[src/rtl/add_sub_pkg.sv]
// Shared types for the add/sub block accumulator.
// Widths, sample/accumulator types and FSM states.
package add_sub_pkg;

  localparam int N     = 32;
  localparam int ACC_W = 40;

  typedef logic signed [N-1:0]     sample_t;
  typedef logic signed [ACC_W-1:0] acc_t;

  typedef enum logic [1:0] {
    IDLE,
    ACCUM,
    HOLD
  } acc_state_t;

endpackage

[src/rtl/sat_adder.sv]
// Saturating add of a sign-extended sample into an accumulator.
// Ports: i_acc, i_smp in; o_sum clamped sum, o_ovf clamp flag out.
module sat_adder #(
  parameter int N     = add_sub_pkg::N,
  parameter int ACC_W = add_sub_pkg::ACC_W
) (
  input  logic signed [ACC_W-1:0] i_acc,
  input  logic signed [N-1:0]     i_smp,
  output logic signed [ACC_W-1:0] o_sum,
  output logic                    o_ovf
);

  logic signed [ACC_W:0] w_wide;
  logic [ACC_W-1:0]      w_max;
  logic [ACC_W-1:0]      w_min;

  assign w_wide = {i_acc[ACC_W-1], i_acc}
                + {{(ACC_W+1-N){i_smp[N-1]}}, i_smp};

  assign w_max = {1'b0, {(ACC_W-1){1'b1}}};
  assign w_min = {1'b1, {(ACC_W-1){1'b0}}};

  // Top two bits disagree only when the sum left the ACC_W range.
  assign o_ovf = w_wide[ACC_W] ^ w_wide[ACC_W-1];

  always_comb begin
    o_sum = w_wide[ACC_W-1:0];
    if (o_ovf) o_sum = w_wide[ACC_W] ? w_min : w_max;
  end

endmodule

[src/rtl/add_sub_block_accumulator.sv]
// Integrates BLOCK_LEN signed samples into one saturated block sum.
// Ports: clk, reset_n, clear, in_* stream in, out_* block out, busy.
module add_sub_block_accumulator #(
  parameter int N         = add_sub_pkg::N,
  parameter int ACC_W     = add_sub_pkg::ACC_W,
  parameter int BLOCK_LEN = 8
) (
  input  logic                    clk,
  input  logic                    reset_n,
  input  logic                    clear,
  input  logic                    in_valid,
  output logic                    in_ready,
  input  logic signed [N-1:0]     in_data,
  output logic                    out_valid,
  input  logic                    out_ready,
  output logic signed [ACC_W-1:0] out_data,
  output logic                    out_ovf,
  output logic                    busy
);

  import add_sub_pkg::*;

  localparam int CW = $clog2(BLOCK_LEN + 1);

  if (BLOCK_LEN < 2 || BLOCK_LEN > 256 || ACC_W <= N) begin : g_bad
    $error("add_sub_block_accumulator: illegal BLOCK_LEN or ACC_W");
  end

  acc_state_t              r_state, w_state;
  logic signed [ACC_W-1:0] r_acc, w_acc;
  logic [CW-1:0]           r_cnt, w_cnt;
  logic                    r_ovf, w_ovf;
  logic                    r_ov, w_ov;
  logic signed [ACC_W-1:0] r_od, w_od;
  logic                    r_oo, w_oo;

  logic signed [ACC_W-1:0] w_sum;
  logic                    w_sat;
  logic                    w_acc_en;
  logic                    w_last;

  sat_adder #(
    .N     (N),
    .ACC_W (ACC_W)
  ) u_sat (
    .i_acc (r_acc),
    .i_smp (in_data),
    .o_sum (w_sum),
    .o_ovf (w_sat)
  );

  assign in_ready  = (r_state != HOLD);
  assign w_acc_en  = in_valid && in_ready;
  assign w_last    = (r_cnt == CW'(BLOCK_LEN - 1));
  assign out_valid = r_ov;
  assign out_data  = r_od;
  assign out_ovf   = r_oo;
  assign busy      = (r_cnt != '0);

  always_comb begin
    w_state = r_state;
    w_acc   = r_acc;
    w_cnt   = r_cnt;
    w_ovf   = r_ovf;
    w_ov    = r_ov;
    w_od    = r_od;
    w_oo    = r_oo;
    if (clear) begin
      w_state = IDLE;
      w_acc   = '0;
      w_cnt   = '0;
      w_ovf   = 1'b0;
      w_ov    = 1'b0;
    end else begin
      unique case (r_state)
        IDLE: begin
          if (w_acc_en) begin
            w_acc   = {{(ACC_W-N){in_data[N-1]}}, in_data};
            w_cnt   = CW'(1);
            w_state = ACCUM;
          end
        end
        ACCUM: begin
          if (w_acc_en) begin
            if (w_last) begin
              w_od    = w_sum;
              w_oo    = r_ovf | w_sat;
              w_ov    = 1'b1;
              w_acc   = '0;
              w_cnt   = '0;
              w_ovf   = 1'b0;
              w_state = HOLD;
            end else begin
              w_acc = w_sum;
              w_cnt = r_cnt + CW'(1);
              w_ovf = r_ovf | w_sat;
            end
          end
        end
        HOLD: begin
          if (r_ov && out_ready) begin
            w_ov    = 1'b0;
            w_state = IDLE;
          end
        end
        default: w_state = IDLE;
      endcase
    end
  end

  always_ff @(posedge clk or negedge reset_n) begin
    if (!reset_n) begin
      r_state <= IDLE;
      r_acc   <= '0;
      r_cnt   <= '0;
      r_ovf   <= 1'b0;
      r_ov    <= 1'b0;
      r_od    <= '0;
      r_oo    <= 1'b0;
    end else begin
      r_state <= w_state;
      r_acc   <= w_acc;
      r_cnt   <= w_cnt;
      r_ovf   <= w_ovf;
      r_ov    <= w_ov;
      r_od    <= w_od;
      r_oo    <= w_oo;
    end
  end

endmodule

[config.mk]
export PLATFORM = sky130hd
export DESIGN_NAME = add_sub_block_accumulator
export DESIGN_NICKNAME = d
export VERILOG_FILES = /design/src/rtl/add_sub_pkg.sv /design/src/rtl/sat_adder.sv /design/src/rtl/add_sub_block_accumulator.sv
export SDC_FILE = /design/constraint.sdc
export NUM_CORES = 1
export LEC_CHECK = 0
export ABC_AREA = 0
export CAP_MARGIN = 20
export CORE_MARGIN = 2
export CORE_UTILIZATION = 48
export CTS_BUF_LIST = sky130_fd_sc_hd__clkbuf_16
export DETAILED_ROUTE_END_ITERATION = 10
export PLACE_DENSITY_LB_ADDON = 0.3
export SETUP_SLACK_MARGIN = 0.05
export SYNTH_ARGS = -nofsm -noshare
export SYNTH_HDL_FRONTEND = slang
export SYNTH_SLANG_ARGS = --single-unit
[constraint.sdc]
create_clock -name clk -period 3.9 [get_ports clk]
set_input_delay 0.78 -clock clk [delete_from_list [all_inputs] [get_ports clk]]
set_output_delay 0.78 -clock clk [all_outputs]
set_load 0.05 [all_outputs]
==> run summary <==
Initial DRT Pass Iterations: 5
CTS buffer count: 9
# rows: 41
Synth Register Bits: 89
Die H: 117 um
required time worst endpoint: 4.15 ns
total grt overflow: 0
worst vdd ir: 0.000281 V
GR Layer Usage met2: 50.4%
syn avg cell area: 8.54 um2
Leak: 4.11 nW
hold crit path type: input port to async pin
cts hold-fix bufs: 0
crit-path max cell delay: 0.52 ns
Final Core Density: 68.5%
I/O pin count: 81
layout net count: 999
Die W: 117 um
crit start category: input port
Detail Placement HPWL: 15.4 mm
first-pass GRT wire length: 32.4 mm
placer congestion estimate: 0.965
EDFF count, synth: 0
Yosys warnings: 0
DR iter-0 viols: 491
area delta synth->final: 40.6%
initial antenna violation count: 0
crit path DAT: 4.01 ns
final clock skew: 0.0113 ns
cell taking the most area after synthesis: dfrtp_1
Most used DFF post-synth: dfrtp_1
Final ANT Viol Nets: 0
dpl cells: 1,075
Sequential Area: 2230 um2
GRT Total Usage: 30.9%
largest net degree at the start of global routing: 52
Worst-Margin Slew: 0.768 ns
Clock Tree Root: clkbuf_16
CP Class: input port to flop
P per Cell Area: 425 nW/um2
fill cell count: 1,074
vias in the first global route: 6,420
CP bufs+invs: 4
DRC: 0
top post-synthesis cells by area: dfrtp_1 (37%), ha_1 (8.6%), o21ai_1 (5.7%), a21oi_1 (5.6%), nand2_1 (4.6%)
Syn Nets: 794
CP max stage cell: or4b_4
Initial Utilization: 48.7%
outcome: finished clean
latest clock arrival within the worst-skew pair: 0.36 ns
Commonest cells post-synth: dfrtp_1 (89), nand2_1 (75), o21ai_1 (69), a21oi_1 (68), nor2_1 (56)
global route hottest layer: met2
Clock Path Buffers: 2
multi-input combinational cell area: 3820 um2
Seq/Total Area, Yosys: 36.5%
H-tree Lvls: 3
post-synth top area share: 36.5%
die area: 13,600 um2
core area: 12,500 um2
CP max FO: 9
Mapped Area: 6100 um2
Mapped Cells: 714
via/cell ratio: 5.87
most common cell in the netlist: dfrtp_1
# setup viols final: 0
Max Transition Viols Final: 0
TritonCTS clock tree: done
RSZ-0062 raised after global routing: no
Netlist cell types: 61
crit path capture type: flop
Num Clock Sinks: 89
vias post-DR: 6,431
max-capacitance violation count: 0
Final Hold Vio Count: 0
cell mode on critical path: buf_4
met1 Resource Use GR: 40.5%
Max Clock Freq: 266 MHz
met3 usage: 5.76%
Avg WL per Cell: 18.8 um
clock-pin slew on the worst setup and hold paths: 0.08 ns
crit-path leading delay family: compound AO/OA/AOI/OAI gates
final std cells w/o fill: 1,096
period utilisation layout: 96.4%
crit path cell chain: clkdlybuf4s50_1 -> ha_2 -> buf_4 -> a211oi_4 -> o211ai_1 -> a211oi_2 -> o21a_2 -> a21oi_2 -> or4b_4 -> nand3_4 -> buf_4 -> nand2_1 -> buf_6 -> a21o_1 -> mux2_2
n_diodes: 0
layout cell share with drive strength beyond 1: 22.6%
drt total wl: 20.7 mm
FFs w/ async S/R, synth: 100%
I/O Buffers: 80
Slew HR: 48.6%
crit path time final: 3.76 ns
-- routing by layer --
metal,part of all wire (%),vias to the layer above,routed length (um)
met2,47,262,9800
met1,43,3116,8820
li1,-,3014,-
met5,0,-,0
met3,7.6,39,1560
met4,2.3,0,472
-- stage by stage --
stage               setup slack, ns  instance area, um2  hold slack, ns  total power [W]  TNS (ns)
finish                        0.141                8580           0.412          0.00364         0
global route                 0.0383                8580           0.449          0.00384         0
CTS                          0.0284                8420           0.429          0.00355         0
detailed placement           -0.373                8080           0.471          0.00262    -23.23
global placement             -0.309                8080           0.462          0.00259    -17.53
floorplan                     0.377                6100           0.451          0.00192         0
-- cells in the final DEF, fill, tap and decap left out, types with 5 or more instances in the layout --
master	instances
a211oi_1	5
a21o_1	29
a21oi_1	64
a22o_1	7
a22oi_1	23
a31oi_1	9
and2_1	5
and3_1	7
buf_4	144
clkbuf_16	9
clkdlybuf4s50_1	78
dfrtp_1	89
ha_1	39
inv_1	12
mux2_2	6
nand2_1	72
nand2b_1	9
nand3_1	9
nor2_1	54
nor2b_1	12
nor3_1	12
o21a_1	7
o21ai_0	25
o21ai_1	69
xnor2_1	21
xor2_1	14
-- where the power goes --
part           total, W  internal, W  switching (W)
combinational   0.00170     0.000789       0.000910
sequential      0.00103     0.000986      0.0000489
clock          0.000908     0.000459       0.000449
total           0.00364      0.00223        0.00141
-- flip-flops by register name (all words and copies together) (netlist names) --
signal     count
out_ovf        1
r_acc         40
out_data      40
r_state        2
r_ovf          1
out_valid      1
r_cnt          4
-- logic make-up (layout without fill, tap and decap cells) --
| logic type | after synthesis | after routing | synth area share, % |
|---|---|---|---|
| mux | 9 | 9 | 1.60 |
| flops | 89 | 89 | 36.5 |
| simple gates | 210 | 211 | 16.0 |
| xor+xnor | 36 | 36 | 5.17 |
| compound gates | 276 | 276 | 27.9 |
| buf+inv | 48 | 257 | 3.30 |
| fa+ha+maj | 46 | 46 | 9.48 |
-- timing repair --
action / in CTS / in global routing
gates resized for setup: 7 / 30
gates cloned: 0 / 2
setup endpoints to repair: 44 / 79
pin swaps: 2 / 9
setup buffers: 1 / 2
-- worst paths after layout --
kind / from / endpoint / slack [ns] / cells past startpoint
max: in_data[0] / out_data[1]$_DFFE_PN0P_ / 0.14 / 15
min: reset_n / out_data[38]$_DFFE_PN0P_ / 0.41 / 1
max reg2reg: r_acc[1]$_DFFE_PN0P_ / out_data[1]$_DFFE_PN0P_ / 0.59 / 13
min reg2reg: out_data[33]$_DFFE_PN0P_ / out_data[33]$_DFFE_PN0P_ / 0.48 / 1
max in group asynchronous: reset_n / r_acc[24]$_DFFE_PN0P_ / 2.68 / 2
min in group clk: out_data[33]$_DFFE_PN0P_ / out_data[33]$_DFFE_PN0P_ / 0.48 / 1
-- layout make-up --
class	count	area share, %
clock buffers	9	2.63
clock inverters	7	0.890
flip-flops and latches	89	26.0
repair buffers	229	22.9
well taps	172	2.51
inverters	12	0.525
multi-input cells	578	44.6
Power figures use the tool's default switching activity.
